File: config.mk
export PLATFORM = sky130hd
export DESIGN_NAME = operand_sequencer
export DESIGN_NICKNAME = d
export VERILOG_FILES = /design/src/rtl/operand_sequencer.sv
export SDC_FILE = /design/constraint.sdc
export NUM_CORES = 1
export LEC_CHECK = 0
export ABC_AREA = 1
export ABC_CLOCK_PERIOD_IN_PS = 3300
export BUFFER_PORTS_ARGS = -buffer_cell sky130_fd_sc_hd__buf_2
export CORE_MARGIN = 5
export CORE_UTILIZATION = 45
export CTS_CLUSTER_SIZE = 8
export DETAILED_ROUTE_END_ITERATION = 10
export PLACE_DENSITY_LB_ADDON = 0.25
export SYNTH_ARGS = -nofsm -noshare
export SYNTH_HDL_FRONTEND = slang
export SYNTH_SLANG_ARGS = --single-unit
File: constraint.sdc
create_clock -name clk -period 3.3 [get_ports clk]
set_input_delay 0.165 -clock clk [delete_from_list [all_inputs] [get_ports clk]]
set_output_delay 0.165 -clock clk [all_outputs]
set_load 0.02 [all_outputs]
File: src/rtl/operand_sequencer.sv
// Sequences register reads, ALU operand delivery and write-back for one decoded instruction at a time.
// Latency R+E+Wr+1 cycles from accept to done; instr_ready is low from accept until the cycle after done.
module operand_sequencer #(
   parameter int W           = 8,
   parameter int SEL_W       = 4,
   parameter int READ_CYCLES = 1,
   parameter int ALU_LAT     = 1
) (
   input  logic             clk,
   input  logic             reset_n,
   input  logic             instr_valid,
   output logic             instr_ready,
   input  logic [5:0]       flags,
   input  logic [W-1:0]     i1,
   input  logic [W-1:0]     i2,
   input  logic [W-1:0]     i3,
   input  logic [W-1:0]     x,
   input  logic [W-1:0]     y,
   input  logic [W-1:0]     result,
   output logic [W-1:0]     a,
   output logic [W-1:0]     b,
   output logic [W-1:0]     z,
   output logic [SEL_W-1:0] x_sel,
   output logic [SEL_W-1:0] y_sel,
   output logic [SEL_W-1:0] z_sel,
   output logic             x_enb,
   output logic             y_enb,
   output logic             z_enb,
   output logic             done,
   output logic             err
);

   localparam int CNT_MAX = (READ_CYCLES > ALU_LAT) ? READ_CYCLES : ALU_LAT;
   localparam int CNT_W   = $clog2(CNT_MAX + 1);

   typedef enum logic [2:0] {IDLE, READ, EXEC, WRITE, FIN} state_t;

   state_t           state, nxt;
   logic [5:0]       flags_q, f;
   logic [W-1:0]     i2_q, i3_q, i2v, i3v;
   logic [W-1:0]     a_d, b_d, z_d;
   logic [CNT_W-1:0] cnt, cnt_d;
   logic [1:0]       zsrc;
   logic             acc, rd, ex, wr, last;
   logic             unused_i1_hi;

   // Only the low SEL_W bits of i1 matter (destination select).
   assign unused_i1_hi = ^i1;

   assign instr_ready = (state == IDLE);

   always_ff @(posedge clk or negedge reset_n) begin
      if (!reset_n) state <= IDLE;
      else          state <= nxt;
   end

   always_comb begin
      acc   = instr_valid & (state == IDLE);
      // On the accept edge the latched copies are not loaded yet, so decode the live inputs.
      f     = acc ? flags : flags_q;
      i2v   = acc ? i2 : i2_q;
      i3v   = acc ? i3 : i3_q;
      zsrc  = f[5:4];
      rd    = f[1] | f[0];
      ex    = f[2] & (zsrc == 2'b11);
      wr    = f[2] & (zsrc != 2'b00);
      last  = (cnt == '0);
      nxt   = state;
      cnt_d = cnt;
      a_d   = a;
      b_d   = b;
      z_d   = z;
      case (state)
         IDLE: begin
            if (acc) begin
               if (rd)      nxt = READ;
               else if (ex) nxt = EXEC;
               else if (wr) nxt = WRITE;
               else         nxt = FIN;
               if (!rd) begin
                  a_d = '0;
                  b_d = f[3] ? '0 : i3v;
               end
            end
         end
         READ: begin
            cnt_d = cnt - CNT_W'(1);
            if (last) begin
               if (ex)      nxt = EXEC;
               else if (wr) nxt = WRITE;
               else         nxt = FIN;
               a_d = f[1] ? x : '0;
               b_d = f[3] ? y : i3v;
            end
         end
         EXEC: begin
            cnt_d = cnt - CNT_W'(1);
            if (last) begin
               nxt = WRITE;
               z_d = result;
            end
         end
         WRITE:   nxt = FIN;
         FIN:     nxt = IDLE;
         default: nxt = IDLE;
      endcase
      if (nxt == READ && state != READ) cnt_d = CNT_W'(READ_CYCLES - 1);
      if (nxt == EXEC && state != EXEC) cnt_d = CNT_W'(ALU_LAT - 1);
      // a_d, not a: a move from x must see the operand captured on this same edge.
      if (nxt == WRITE && state != WRITE) begin
         if (zsrc == 2'b01)      z_d = i2v;
         else if (zsrc == 2'b10) z_d = a_d;
      end
   end

   always_ff @(posedge clk or negedge reset_n) begin
      if (!reset_n) begin
         flags_q <= '0;
         i2_q    <= '0;
         i3_q    <= '0;
         cnt     <= '0;
         a       <= '0;
         b       <= '0;
         z       <= '0;
         x_sel   <= '0;
         y_sel   <= '0;
         z_sel   <= '0;
         x_enb   <= 1'b0;
         y_enb   <= 1'b0;
         z_enb   <= 1'b0;
         done    <= 1'b0;
         err     <= 1'b0;
      end else begin
         if (acc) begin
            flags_q <= flags;
            i2_q    <= i2;
            i3_q    <= i3;
            x_sel   <= i2[SEL_W-1:0];
            y_sel   <= i3[SEL_W-1:0];
            z_sel   <= i1[SEL_W-1:0];
         end
         cnt   <= cnt_d;
         a     <= a_d;
         b     <= b_d;
         z     <= z_d;
         x_enb <= (nxt == READ) & f[1];
         y_enb <= (nxt == READ) & f[0];
         z_enb <= (nxt == WRITE);
         done  <= (nxt == FIN);
         err   <= (nxt == FIN) & f[2] & (zsrc == 2'b00);
      end
   end

endmodule

# Yosys cells after proc, flatten, opt, wreduce, memory -nomap -nowiden
# Cells that the tools add are included.
op_classes:
  addsub: 1
  n_eq_ne: 16
  muxes: 29
  bitwise_logic: 8
  n_reduce_logical: 10
ops:
  columns: ["operator", "count"]
  rows:
  - ["8-bit two-way mux", 16]
  - ["8-bit case mux with 2 select lines", 2]
  - ["3-bit two-way mux", 6]
  - ["3-bit by 2-bit == test with 1-bit output (second input constant)", 4]
  - ["3-bit case mux with 4 select lines", 1]
  - ["1-bit AND", 7]
  - ["3-bit by 1-bit == test with 1-bit output (second input constant)", 2]
  - ["6-bit two-way mux", 1]
  - ["3-bit by 2-bit != test with 1-bit output (second input constant)", 2]
  - ["2-bit == test (second input constant)", 2]
  - ["2-bit != test (second input constant)", 2]
  - ["4-bit AND reduction", 1]
  - ["2-bit nonzero test", 2]
  - ["3-bit == test (second input constant)", 1]
  - ["1-bit logical AND", 3]
  - ["3-bit zero test", 1]
  - ["1-bit two-way mux", 3]
  - ["3-bit by 1-bit != test with 1-bit output (second input constant)", 1]
  - ["3-bit nonzero test", 1]
  - ["2-bit by 1-bit == test with 1-bit output (second input constant)", 1]
  - ["2-bit zero test", 1]
  - ["2-bit by 1-bit != test with 1-bit output (second input constant)", 1]
  - ["2-bit OR reduction", 1]
  - ["1-bit OR", 1]
  - ["1-bit subtractor (second input constant)", 1]
word_totals:
  ff_bits: 67
  input_bits: 57
  output_inout_bits: 42
  wordCells: 80

# Longest topological paths before layout
# Gate-level depths: netlist of the first run.
depth:
  ltp_word: 14
  mapped_depth: 14
  ltp_nobuf: 12

# Worst setup path before layout of the first run
# No wires, ideal clock.
synth_path:
  kind: "reg-to-reg"
  start: "register state[1]"
  end: "register cnt"
  setup_ns: 0.116
  arrival_time_ns: 1.633
  t_required_ns: 3.184
  slack_ns: 1.550
  stages_incl_launch_ff: 15
  n_path_buf: 2
  synth_period_minus_slack_ns: 1.750
  cell_sequence: "dfrtp_1 nor2_4 nand3_4 buf_6 nand2_2 nand2_2 nand2_2 nand3_2 nand2_1 nand2_1 nand3_4 buf_8 nand2_4 nor2_1 nor2_1"
synth_via:
  elab_chain_len: 14
  word_cells_on_any_way: 28
  cone_classes: "eq/ne: 8; mux: 10; bitwise: 4; reduce/logical: 6"
synth_rtl:
  columns: ["element", "line_no", "source"]
  rows:
  - ["from (decl)", "38", "state_t state, nxt;"]
  - ["from (signal assigned)", "54", "else state <= nxt;"]
  - ["3-bit zero test", "58, 73", null]
  - ["1-bit AND", "58", "acc = instr_valid & (state == IDLE);"]
  - ["6-bit two-way mux", null, null]
  - ["2-bit nonzero test", "66", "wr = f[2] & (zsrc != 2'b00);"]
  - ["1-bit AND", "66", null]
  - ["3-bit two-way mux", "78, 90", null]
  - ["3-bit two-way mux", "89", "if (ex) nxt = EXEC;"]
  - ["3-bit two-way mux", "76", "if (rd) nxt = READ;"]
  - ["3-bit two-way mux", "75", "if (acc) begin"]
  - ["3-bit case mux with 4 select lines (*)", "73", "case (state)"]
  - ["net nxt[0]", "38", null]
  - ["3-bit by 1-bit == test with 1-bit output", "107", "if (nxt == READ && state != READ) cnt_d = CNT_W'(READ_CYCLES - 1);"]
  - ["1-bit logical AND", "107", null]
  - ["1-bit two-way mux", "107", null]
  - ["1-bit two-way mux", "108", "if (nxt == EXEC && state != EXEC) cnt_d = CNT_W'(ALU_LAT - 1);"]
  - ["to (signal assigned)", "142", "cnt <= cnt_d;"]
  - ["to (decl)", "42", "logic [CNT_W-1:0] cnt, cnt_d;"]
# Mark *: on every way through the listed nets, which the timed path passes. The rest lies on a longest branch.
# A chain may end at the register's enable or synchronous reset.

# Worst setup path after layout of the first run
layout_path:
  start: "register state[1]"
  end: "register cnt"
layout_via:
  elab_chain_len: 14
  word_cells_on_any_way: 28
  cone_classes: "eq/ne: 8; mux: 10; bitwise: 4; reduce/logical: 6"
layout_rtl:
  columns: ["element", "line_no"]
  rows:
  - ["3-bit zero test", "58, 73"]
  - ["1-bit AND", "58"]
  - ["6-bit two-way mux", null]
  - ["2-bit nonzero test", "66"]
  - ["1-bit AND", "66"]
  - ["3-bit two-way mux", "78, 90"]
  - ["3-bit two-way mux", "89"]
  - ["3-bit two-way mux", "76"]
  - ["3-bit two-way mux", "75"]
  - ["3-bit case mux with 4 select lines", "73"]
  - ["3-bit by 1-bit == test with 1-bit output", "107"]
  - ["1-bit logical AND", "107"]
  - ["1-bit two-way mux", "107"]
  - ["1-bit two-way mux", "108"]
# Parallel ways exist; a longest one is shown, timed or not.

==> results.toml, run 1 <==
[clock_tree]
cts_tree = "yes"
clock_insertion_delay_worst_skew_ns = 0.34
cts.sinks = 67
ctsRootBufferMaster = "sky130_fd_sc_hd__clkbuf_8"
cts-buffers-inserted = 9
clkTransAtPathRegs_ns = 0.08
cts_post_setup_buffers_inserted = 0
max-clock-path-buffers = 2
clock_h_tree_levels = 3

[setup_path]
worstSetupPathType = "register to register"
timing.critical_path.fanout_max = 25
worst_path_largest_cell_delay_ns = 0.49
critPathArrivalTime_ns = 2.73
cp_cell_sequence = "nor2_4, nand3_4, nor2_4, nand2_2, nand2_2, buf_4, inv_2, o21ai_2, inv_1, nand2_4, nor2_1, nor2_1"
critical_path_cell_with_the_highest_stage_delay = "sky130_fd_sc_hd__o21ai_2"
cp_data_required_time_ns = 3.57
critPathLaunchType = "register"
endpoint_kind = "register"

[pwr]
part_of_the_total_power_dissipated_in_the_clock_network_pct = 17.9
p_sw_share_pct = 45.8
power_report.internal_total_uw = 2330
power.ir.vdd_worst_uv = 489
total_power_uw = 4300
switchingPower_uw = 1970
powerDensity_mw_per_mm2 = 1100
power.share.combinational_pct = 50.1
total_leakage_power_uw = 0.00220
share_seq_of_total_power_pct = 31.9

[timing]
worst_slack_setup_final_ns = 0.840
fin_setup_tns_ns = 0
grt_setup_unrepaired = "no"
layout_worst_path_cycle_share_pct = 74.5
tightestPinTransition_ns = 0.857
worst_slew_margin_rel_pct = 42.9
slew_viol_final = 0
period_needed_ns = 2.46
hold_viol_final = 0
clock_skew_ns = 0.0108
max_clock_freq_mhz = 407
finalSetupViolCount = 0
finalHoldWorstSlack_ns = 0.0274

[cells_and_area]
drive_above_1_share_pct = 30.5
final_cells = 558
fin_nets = 530
flow.area_growth_from_synthesis_pct = 25.2
num-fill-cells = 645
antenna_cells_inserted = 0

[floorplanning]
io_pins = 99
row_count = 30
core_area_mm2 = 0.00676
fp.dieH_um = 93.2
die_area_mm2 = 0.00868
overall_die_width_um = 93.2
start_util_pct = 46.1

[yosys]
synth.distinct_cells = 31
synthTopCellsByArea = "sky130_fd_sc_hd__dfrtp_1 (54%), sky130_fd_sc_hd__nand2_1 (19%), sky130_fd_sc_hd__nand3_1 (3.2%)"
synthTopCellsByCount = "sky130_fd_sc_hd__nand2_1 (158), sky130_fd_sc_hd__dfrtp_1 (67), sky130_fd_sc_hd__inv_1 (26)"
most_area_hungry_cell_type_in_the_yosys_netlist = "sky130_fd_sc_hd__dfrtp_1"
yosysTopAreaCellShare_pct = 53.9
async_flop_share_pct = 100
synth_fp_nets = 428
synth-seq-cells = 67
synth-seq-area-share_pct = 53.9
syn-instance-count = 371
syn_area_per_cell_um2 = 8.39
synth.cell_area_mm2 = 0.00311
ys_dominant_reg_cell = "sky130_fd_sc_hd__dfrtp_1"
most_common_cell_in_the_synthesized_netlist = "sky130_fd_sc_hd__nand2_1"
synth_enable_flop_cells = 0
yosys_warnings = 0

[detailed_routing]
drt_pass1_iterations = 4
first_iter_violations = 119
per_cell_via_count_in_the_routed_design = 4.89
routed_wl_um = 7790
drc_errors = 0
detailroute.via_count = 2730
wl_per_cell_um = 14.0
antenna_violating_nets_post_route = 0

[placed_design]
place_hpwl_um = 5560
pre_cts_slack_ns = 0.825
portBuffers = 94
placed_cells_incl_taps = 540
replace_congestion = 0.812

[grt]
gr-usage-all-layers_pct = 18.8
total_congestion_overflow_after_global_routing = 0
grt_max_degree = 38
grt_first_pass_wirelength_um = 12700
initial_antenna_violation_count = 1
first_global_vias = 2643

[outcome]
status = "finished, final reports clean"

[min_path]
min-delay-path-class = "primary input to register"

[flow_run]
cap_viol_max_count = 0
## sequential cells by signal, summed over array words and instances, names as in the netlist, 3 cells and up
name and count:
y_sel 4, z_sel 4, state 3, i2_q 8, a 8, i3_q 8
b 8, x_sel 4, z 8, flags_q 6
## metal layers
metal	GRT usage (%)	vias to the layer above	part of all wire, %
li1	-	1367	-
met1	23.0	1273	43
met2	31.6	82	49
met3	5.71	6	7.3
met4	6.59	2	0.83
met5	0	-	0.10
## what timing repair did
action	CTS	global route
endpoints found under the hold margin	37	0
gates resized for setup	0	0
hold buffers	2	0
setup endpoints to repair	0	0
## area by class of cell
class                           instances  area (um^2)  area share [%]
Clock buffer                            9          124            3.18
Clock inverter                          7          101            2.60
Inverter                               35          131            3.37
Multi-Input combinational cell        260         1240            31.9
Sequential cell                        67         1680            43.0
Tap cell                               80          100            2.57
Timing Repair Buffer                  100          520            13.4
## logic make-up after synthesis
family                 after synthesis  synth area share (%)
AO/OA/AOI/OAI                       31                  6.39
XOR/XNOR                             1                 0.281
buffers and inverters               44                  6.23
flip-flops                          67                  53.9
multiplexers                         4                  1.29
AND/OR/NAND/NOR                    224                  32.0
## stage by stage
step | utilization, % | instance area [um^2]
6_report | 57.7 | 3900
2_1_floorplan | - | 3110
5_1_grt | 57.7 | 3900
4_1_cts | 57.7 | 3900
3_3_place_gp | 54.0 | 3650
3_5_place_dp | 54.0 | 3650
## placed cells by master, fill, tap and decap left out, types with 2 or more instances in the layout
| master | n |
|---|---|
| sky130_fd_sc_hd__inv_2 | 8 |
| sky130_fd_sc_hd__clkinv_4 | 2 |
| sky130_fd_sc_hd__nand2_4 | 4 |
| sky130_fd_sc_hd__bufinv_16 | 2 |
| sky130_fd_sc_hd__dlygate4sd3_1 | 2 |
| sky130_fd_sc_hd__nor2_1 | 21 |
| sky130_fd_sc_hd__nor2_4 | 4 |
| sky130_fd_sc_hd__buf_2 | 94 |
| sky130_fd_sc_hd__clkbuf_8 | 9 |
| sky130_fd_sc_hd__a31oi_1 | 8 |
| sky130_fd_sc_hd__nand2_1 | 158 |
| sky130_fd_sc_hd__nand3_4 | 2 |
| sky130_fd_sc_hd__nand3_1 | 20 |
| sky130_fd_sc_hd__dfrtp_1 | 67 |
| sky130_fd_sc_hd__o21bai_1 | 5 |
| sky130_fd_sc_hd__o21ai_0 | 11 |
| sky130_fd_sc_hd__clkinvlp_4 | 2 |
| sky130_fd_sc_hd__buf_4 | 4 |
| sky130_fd_sc_hd__mux2i_1 | 4 |
| sky130_fd_sc_hd__inv_1 | 26 |
| sky130_fd_sc_hd__nand4_1 | 5 |
| sky130_fd_sc_hd__o21ai_2 | 3 |
| sky130_fd_sc_hd__nand2_2 | 7 |
## worst max-delay path, delay by kind of cell (launching register included)
kind	cells	cell delay [ns]
flip-flops	1	0.42
AND/OR/NAND/NOR	8	0.95
AO/OA/AOI/OAI	1	0.49
buffers and inverters	3	0.50
## worst paths after layout
| kind | startpoint | endpoint | slack, ns | depth (start not counted) |
|---|---|---|---|---|
| min in group asynchronous | reset_n | y_sel[1] | 0.48 | 2 |
| min | i1[3] | z_sel[3] | 0.03 | 3 |
| max in group asynchronous | reset_n | state[2] | 1.89 | 3 |
| min reg2reg | i2_q[3] | i2_q[3] | 0.48 | 2 |
| max reg2reg | state[1] | cnt | 0.84 | 12 |
| max | state[1] | cnt | 0.84 | 12 |
## power by group through the flow
stage / logic, uW / registers, uW / clock network [uW]
2_1_floorplan: 1330 / 1640 / 0
3_3_place_gp: 2120 / 1370 / 0
3_5_place_dp: 2170 / 1380 / 0
4_1_cts: 2180 / 1370 / 790
5_1_grt: 2400 / 1420 / 829
6_report: 2160 / 1370 / 771
No activity file was read; power rests on OpenSTA's default activity.
==> run 2: changes to the inputs <==
--- a/config.mk
+++ b/config.mk
@@ -6,7 +6,7 @@
 export NUM_CORES = 1
 export LEC_CHECK = 0
 export ABC_AREA = 1
-export ABC_CLOCK_PERIOD_IN_PS = 3300
+export ABC_CLOCK_PERIOD_IN_PS = 2550
 export BUFFER_PORTS_ARGS = -buffer_cell sky130_fd_sc_hd__buf_2
 export CORE_MARGIN = 5
 export CORE_UTILIZATION = 45
==> constraint.sdc (replaced) <==
create_clock -name clk -period 2.55 [get_ports clk]
set_input_delay 0.1275 -clock clk [delete_from_list [all_inputs] [get_ports clk]]
set_output_delay 0.1275 -clock clk [all_outputs]
set_load 0.02 [all_outputs]
==> results.toml, run 2 (same netlist as run 1, synthesis figures left out) <==
[pwr]
power.ir.vdd_worst_uv = 586
powerDensity_mw_per_mm2 = 1420
total_leakage_power_uw = 0.00229

[grt]
grt_first_pass_wirelength_um = 13300
total_congestion_overflow_after_global_routing = 0
initial_antenna_violation_count = 0
gr-usage-all-layers_pct = 19.7
first_global_vias = 2838
grt_max_degree = 35

[setup_path]
regToRegEndpoint = "z[7]"
timing.critical_path.buf_inv = 2
reg2regPathDepth = 10
worst_path_largest_cell_delay_ns = 0.42
critical_path_cell_count = 10
timing.critical_path.max_delay_family = "simple AND/OR/NAND/NOR gates"
critPathArrivalTime_ns = 2.59
endpoint_kind = "register"
critical_path.reg2reg.startpoint = "state[1]"
r2r_setup_slack_ns = 0.24
cp_cell_sequence = "nor2_4, nand3_4, nor2_4, nand2_2, nand2_2, inv_2, o21ai_2, buf_4, nand3_1, nand2_1"
setup.worst_path.start = "state[1]"
cp_data_required_time_ns = 2.83
critical_path_cell_with_the_highest_stage_delay = "sky130_fd_sc_hd__dfrtp_1"
worstSetupPathType = "register to register"
worst_setup_path_endpoint = "z[7]"
critPathLaunchType = "register"
timing.critical_path.fanout_max = 28

[cells_and_area]
layout.cells.most_common = "sky130_fd_sc_hd__nand2_1"
num-fill-cells = 613
multiInputGateArea_mm2 = 0.00124
antenna_cells_inserted = 0
final-seq-area_mm2 = 0.00168
flow.area_growth_from_synthesis_pct = 30.5
fin_nets = 543
drive_above_1_share_pct = 30.3
final_cells = 571
commonest_cells_after_routing_fill_and_taps_aside = "sky130_fd_sc_hd__nand2_1 (158), sky130_fd_sc_hd__buf_2 (94), sky130_fd_sc_hd__dfrtp_1 (67)"

[placed_design]
place_hpwl_um = 5580
replace_congestion = 0.820
placed_cells_incl_taps = 543
portBuffers = 94

[timing]
worst_slew_margin_rel_pct = 71.0
tightestPinTransition_ns = 0.436
fin_setup_tns_ns = 0
grt_setup_unrepaired = "no"
clock_skew_ns = 0.00769
slew_viol_final = 0
layout_worst_path_cycle_share_pct = 90.6
max_clock_freq_mhz = 433
finalSetupViolCount = 0
period_needed_ns = 2.31
hold_viol_final = 0

[floorplanning]
start_util_pct = 46.1
fp.dieH_um = 93.2
io_pins = 99
core_area_mm2 = 0.00676
row_count = 30
die_area_mm2 = 0.00868
overall_die_width_um = 93.2

[clock_tree]
clock_insertion_delay_worst_skew_ns = 0.34
cts-buffers-inserted = 9
cts_post_setup_buffers_inserted = 0
cts_hold_buffers = 11
cts.sinks = 67
clock_h_tree_levels = 3
clkTransAtPathRegs_ns = 0.07
cts_tree = "yes"
ctsRootBufferMaster = "sky130_fd_sc_hd__clkbuf_8"
max-clock-path-buffers = 2
postCtsResizedCells = 0

[detailed_routing]
first_iter_violations = 144
detailroute.via_count = 2765
wl_per_cell_um = 13.6
drt_pass1_iterations = 4
antenna_violating_nets_post_route = 0
drc_errors = 0
routed_wl_um = 7770
per_cell_via_count_in_the_routed_design = 4.84

[flow_run]
cap_viol_max_count = 0

[min_path]
min-delay-path-class = "primary input to register"

[outcome]
status = "finished, final reports clean"
-- run 2: cell types whose count changed in the layout (fill, tap and decap cells not counted) --
| cell | previous run | this run |
|---|---|---|
| sky130_fd_sc_hd__buf_4 | 4 | 7 |
| sky130_fd_sc_hd__clkinv_4 | 2 | 0 |
| sky130_fd_sc_hd__dlygate4sd3_1 | 2 | 12 |
| sky130_fd_sc_hd__clkinvlp_4 | 2 | 0 |
| sky130_fd_sc_hd__bufinv_16 | 2 | 4 |
| sky130_fd_sc_hd__inv_6 | 1 | 3 |
-- run 2: how the worst min path moves through the flow --
stage / slack [ns] / startpoint / cells after the start / end
detailed placement: 0.20 / reset_n / 2 / flags_q[5]
CTS: 0.001 / i3[1] / 3 / y_sel[1]
global route: 0.008 / i2[7] / 3 / i2_q[7]
finish: 0.01 / i2[7] / 3 / i2_q[7]
global placement: 0.20 / reset_n / 2 / err
floorplan: -0.17 / reset_n / 0 / a[0]
-- run 2: final cells by class --
cell class / count / share of cell area (%)
multi-input combinational: 260 / 30.6
clock buffer: 9 / 3.05
tap: 80 / 2.46
timing repair buffer: 113 / 15.8
clock inverter: 7 / 3.60
sequential: 67 / 41.3
inverter: 35 / 3.23
-- run 2: metrics by stage --
stage                     total power, uW  utilization, %  hold slack [ns]  setup slack [ns]  cell area, um^2
after detailed placement             4610            54.4            0.205             0.252             3670
after CTS                            5830            60.0         0.000986             0.223             4050
after global routing                 6280            60.1          0.00847            0.0175             4060
after global placement               4540            54.4            0.200             0.312             3670
after floorplan                      3850               -           -0.168             0.800             3110
final                                5780            60.1           0.0108             0.239             4060
-- run 2: where the power goes --
part / internal (uW) / switching (uW)
clock network: 759 / 437
registers: 1550 / 216
logic: 929 / 1890
-- run 2: worst register-to-register path, cell delays in order (launching register included) --
cell and delay, ns:
sky130_fd_sc_hd__dfrtp_1 0.42, sky130_fd_sc_hd__nor2_4 0.21, sky130_fd_sc_hd__nand3_4 0.34, sky130_fd_sc_hd__nor2_4 0.22, sky130_fd_sc_hd__nand2_2 0.08, sky130_fd_sc_hd__nand2_2 0.16, sky130_fd_sc_hd__inv_2 0.08, sky130_fd_sc_hd__o21ai_2 0.35
sky130_fd_sc_hd__buf_4 0.22, sky130_fd_sc_hd__nand3_1 0.10, sky130_fd_sc_hd__nand2_1 0.08
-- run 2: layer usage --
metal	GRT usage [%]	part of all wire, %
met1	24.6	44
met5	0	0
met3	4.18	5.9
met2	32.3	49
met4	9.89	2.0
==> run 3: changes to the inputs <==
--- a/config.mk
+++ b/config.mk
@@ -6,7 +6,7 @@
 export NUM_CORES = 1
 export LEC_CHECK = 0
 export ABC_AREA = 1
-export ABC_CLOCK_PERIOD_IN_PS = 2550
+export ABC_CLOCK_PERIOD_IN_PS = 2000
 export BUFFER_PORTS_ARGS = -buffer_cell sky130_fd_sc_hd__buf_2
 export CORE_MARGIN = 5
 export CORE_UTILIZATION = 45
==> constraint.sdc (replaced) <==
create_clock -name clk -period 2 [get_ports clk]
set_input_delay 0.1 -clock clk [delete_from_list [all_inputs] [get_ports clk]]
set_output_delay 0.1 -clock clk [all_outputs]
set_load 0.02 [all_outputs]
==> results.toml, run 3 (same netlist as run 1, synthesis figures left out) <==
[outcome]
status = "finished, final reports clean"

[timing]
worst_slack_setup_final_ns = 0.103
grt_setup_unrepaired = "yes"
tightestPinTransition_ns = 0.362
slew_viol_final = 0
clock_skew_ns = 0.00730
finalSetupViolCount = 0
worst_slew_margin_rel_pct = 75.9
max_clock_freq_mhz = 527
fin_setup_tns_ns = 0
period_needed_ns = 1.90
layout_worst_path_cycle_share_pct = 94.9
hold_viol_final = 0

[setup_path]
endpoint_kind = "register"
critPathLaunchType = "register"
critPathArrivalTime_ns = 2.13
worstSetupPathType = "register to register"
setup.worst_path.start = "state[0]"
timing.critical_path.fanout_max = 11
cp_data_required_time_ns = 2.24
critical_path.reg2reg.startpoint = "state[0]"

[pwr]
powerDensity_mw_per_mm2 = 1720
power.ir.vdd_worst_uv = 833
total_leakage_power_uw = 0.00232

[clock_tree]
cts.sinks = 67
ctsRootBufferMaster = "sky130_fd_sc_hd__clkbuf_8"
max-clock-path-buffers = 2
cts_tree = "yes"
clock_h_tree_levels = 3
clock_insertion_delay_worst_skew_ns = 0.35
clkTransAtPathRegs_ns = 0.08
cts-buffers-inserted = 9

[flow_run]
cap_viol_max_count = 0

[detailed_routing]
routed_wl_um = 8330
per_cell_via_count_in_the_routed_design = 4.88
first_iter_violations = 182
drc_errors = 0
antenna_violating_nets_post_route = 0
wl_per_cell_um = 14.2
drt_pass1_iterations = 4
detailroute.via_count = 2872

[cells_and_area]
antenna_cells_inserted = 0
drive_above_1_share_pct = 31.3
flow.area_growth_from_synthesis_pct = 34.7
layout.cells.most_common = "sky130_fd_sc_hd__nand2_1"
commonest_cells_after_routing_fill_and_taps_aside = "sky130_fd_sc_hd__nand2_1 (156), sky130_fd_sc_hd__buf_2 (94), sky130_fd_sc_hd__dfrtp_1 (67)"
fin_nets = 560

[grt]
first_global_vias = 2908
total_congestion_overflow_after_global_routing = 0
initial_antenna_violation_count = 0
grt_max_degree = 68
grt_first_pass_wirelength_um = 13400
gr-usage-all-layers_pct = 19.8

[placed_design]
pre_cts_slack_ns = 0.0369
place_hpwl_um = 5630
portBuffers = 94
replace_congestion = 0.809

[floorplanning]
start_util_pct = 46.1
die_area_mm2 = 0.00868
core_area_mm2 = 0.00676
fp.dieH_um = 93.2
row_count = 30
overall_die_width_um = 93.2
io_pins = 99

[min_path]
holdCritStartpoint = "i2[5]"
min-delay-path-class = "primary input to register"
run 3: routing by layer:
layer / GRT usage, % / vias up / part of all wire [%]
met5: 0 / - / 0
met4: 8.42 / 0 / 2.3
met3: 6.19 / 21 / 5.8
met2: 31.9 / 74 / 49
met1: 24.7 / 1344 / 43
li1: - / 1433 / -
run 3: per-stage QoR:
stage                     util, %  std cells  total power [uW]  hold slack, ns  instance area [um^2]
final                        62.1        588              7230          0.0118                  4190
after global routing         62.1        588              7810         0.00328                  4190
after CTS                    60.5        582              7010         0.00387                  4090
after detailed placement     54.8        545              5960           0.150                  3700
after global placement       54.8        545              5840           0.150                  3700
after floorplan                 -        371              4910          -0.196                  3110
run 3: final timing paths:
check                      slack (ns)  depth (start not counted)       end
max                              0.10                         11      z[4]
min                              0.01                          3   i2_q[5]
max reg2reg                      0.10                         11      z[4]
min reg2reg                      0.48                          2  y_sel[3]
max in group asynchronous        1.41                          3   i3_q[7]
min in group asynchronous        0.30                          3  z_sel[0]
run 3: area by class of cell:
class                           instances  area [um^2]
Clock inverter                          7         51.3
Tap cell                               80          100
Timing Repair Buffer                  128          810
Multi-Input combinational cell        262         1300
Fill cell                             597         2560
Sequential cell                        67         1680
Clock buffer                            9          124
Inverter                               35          131
run 3: worst max-delay path, cell delays in order (launching register included):
cell and delay [ns]:
sky130_fd_sc_hd__dfrtp_1 0.41, sky130_fd_sc_hd__inv_2 0.16, sky130_fd_sc_hd__nand3_1 0.20, sky130_fd_sc_hd__nor2_2 0.19, sky130_fd_sc_hd__inv_2 0.14, sky130_fd_sc_hd__nand2_1 0.08
sky130_fd_sc_hd__nand2_1 0.08, sky130_fd_sc_hd__o21ai_0 0.22, sky130_fd_sc_hd__o21bai_1 0.14, sky130_fd_sc_hd__nand2_1 0.06, sky130_fd_sc_hd__nand3_1 0.06, sky130_fd_sc_hd__nand2_1 0.05
run 3: repair_timing:
item,4_1_cts,5_1_grt
setup endpoints to repair,0,20
resized for setup,0,8
hold endpoints to repair,90,1
hold buffers,21,1
setup buffers,0,3
run 3: where the power goes:
part / internal [uW] / switching (uW)
clock network: 455 / 558
logic: 1360 / 2600
registers: 1980 / 276
total: 3800 / 3430
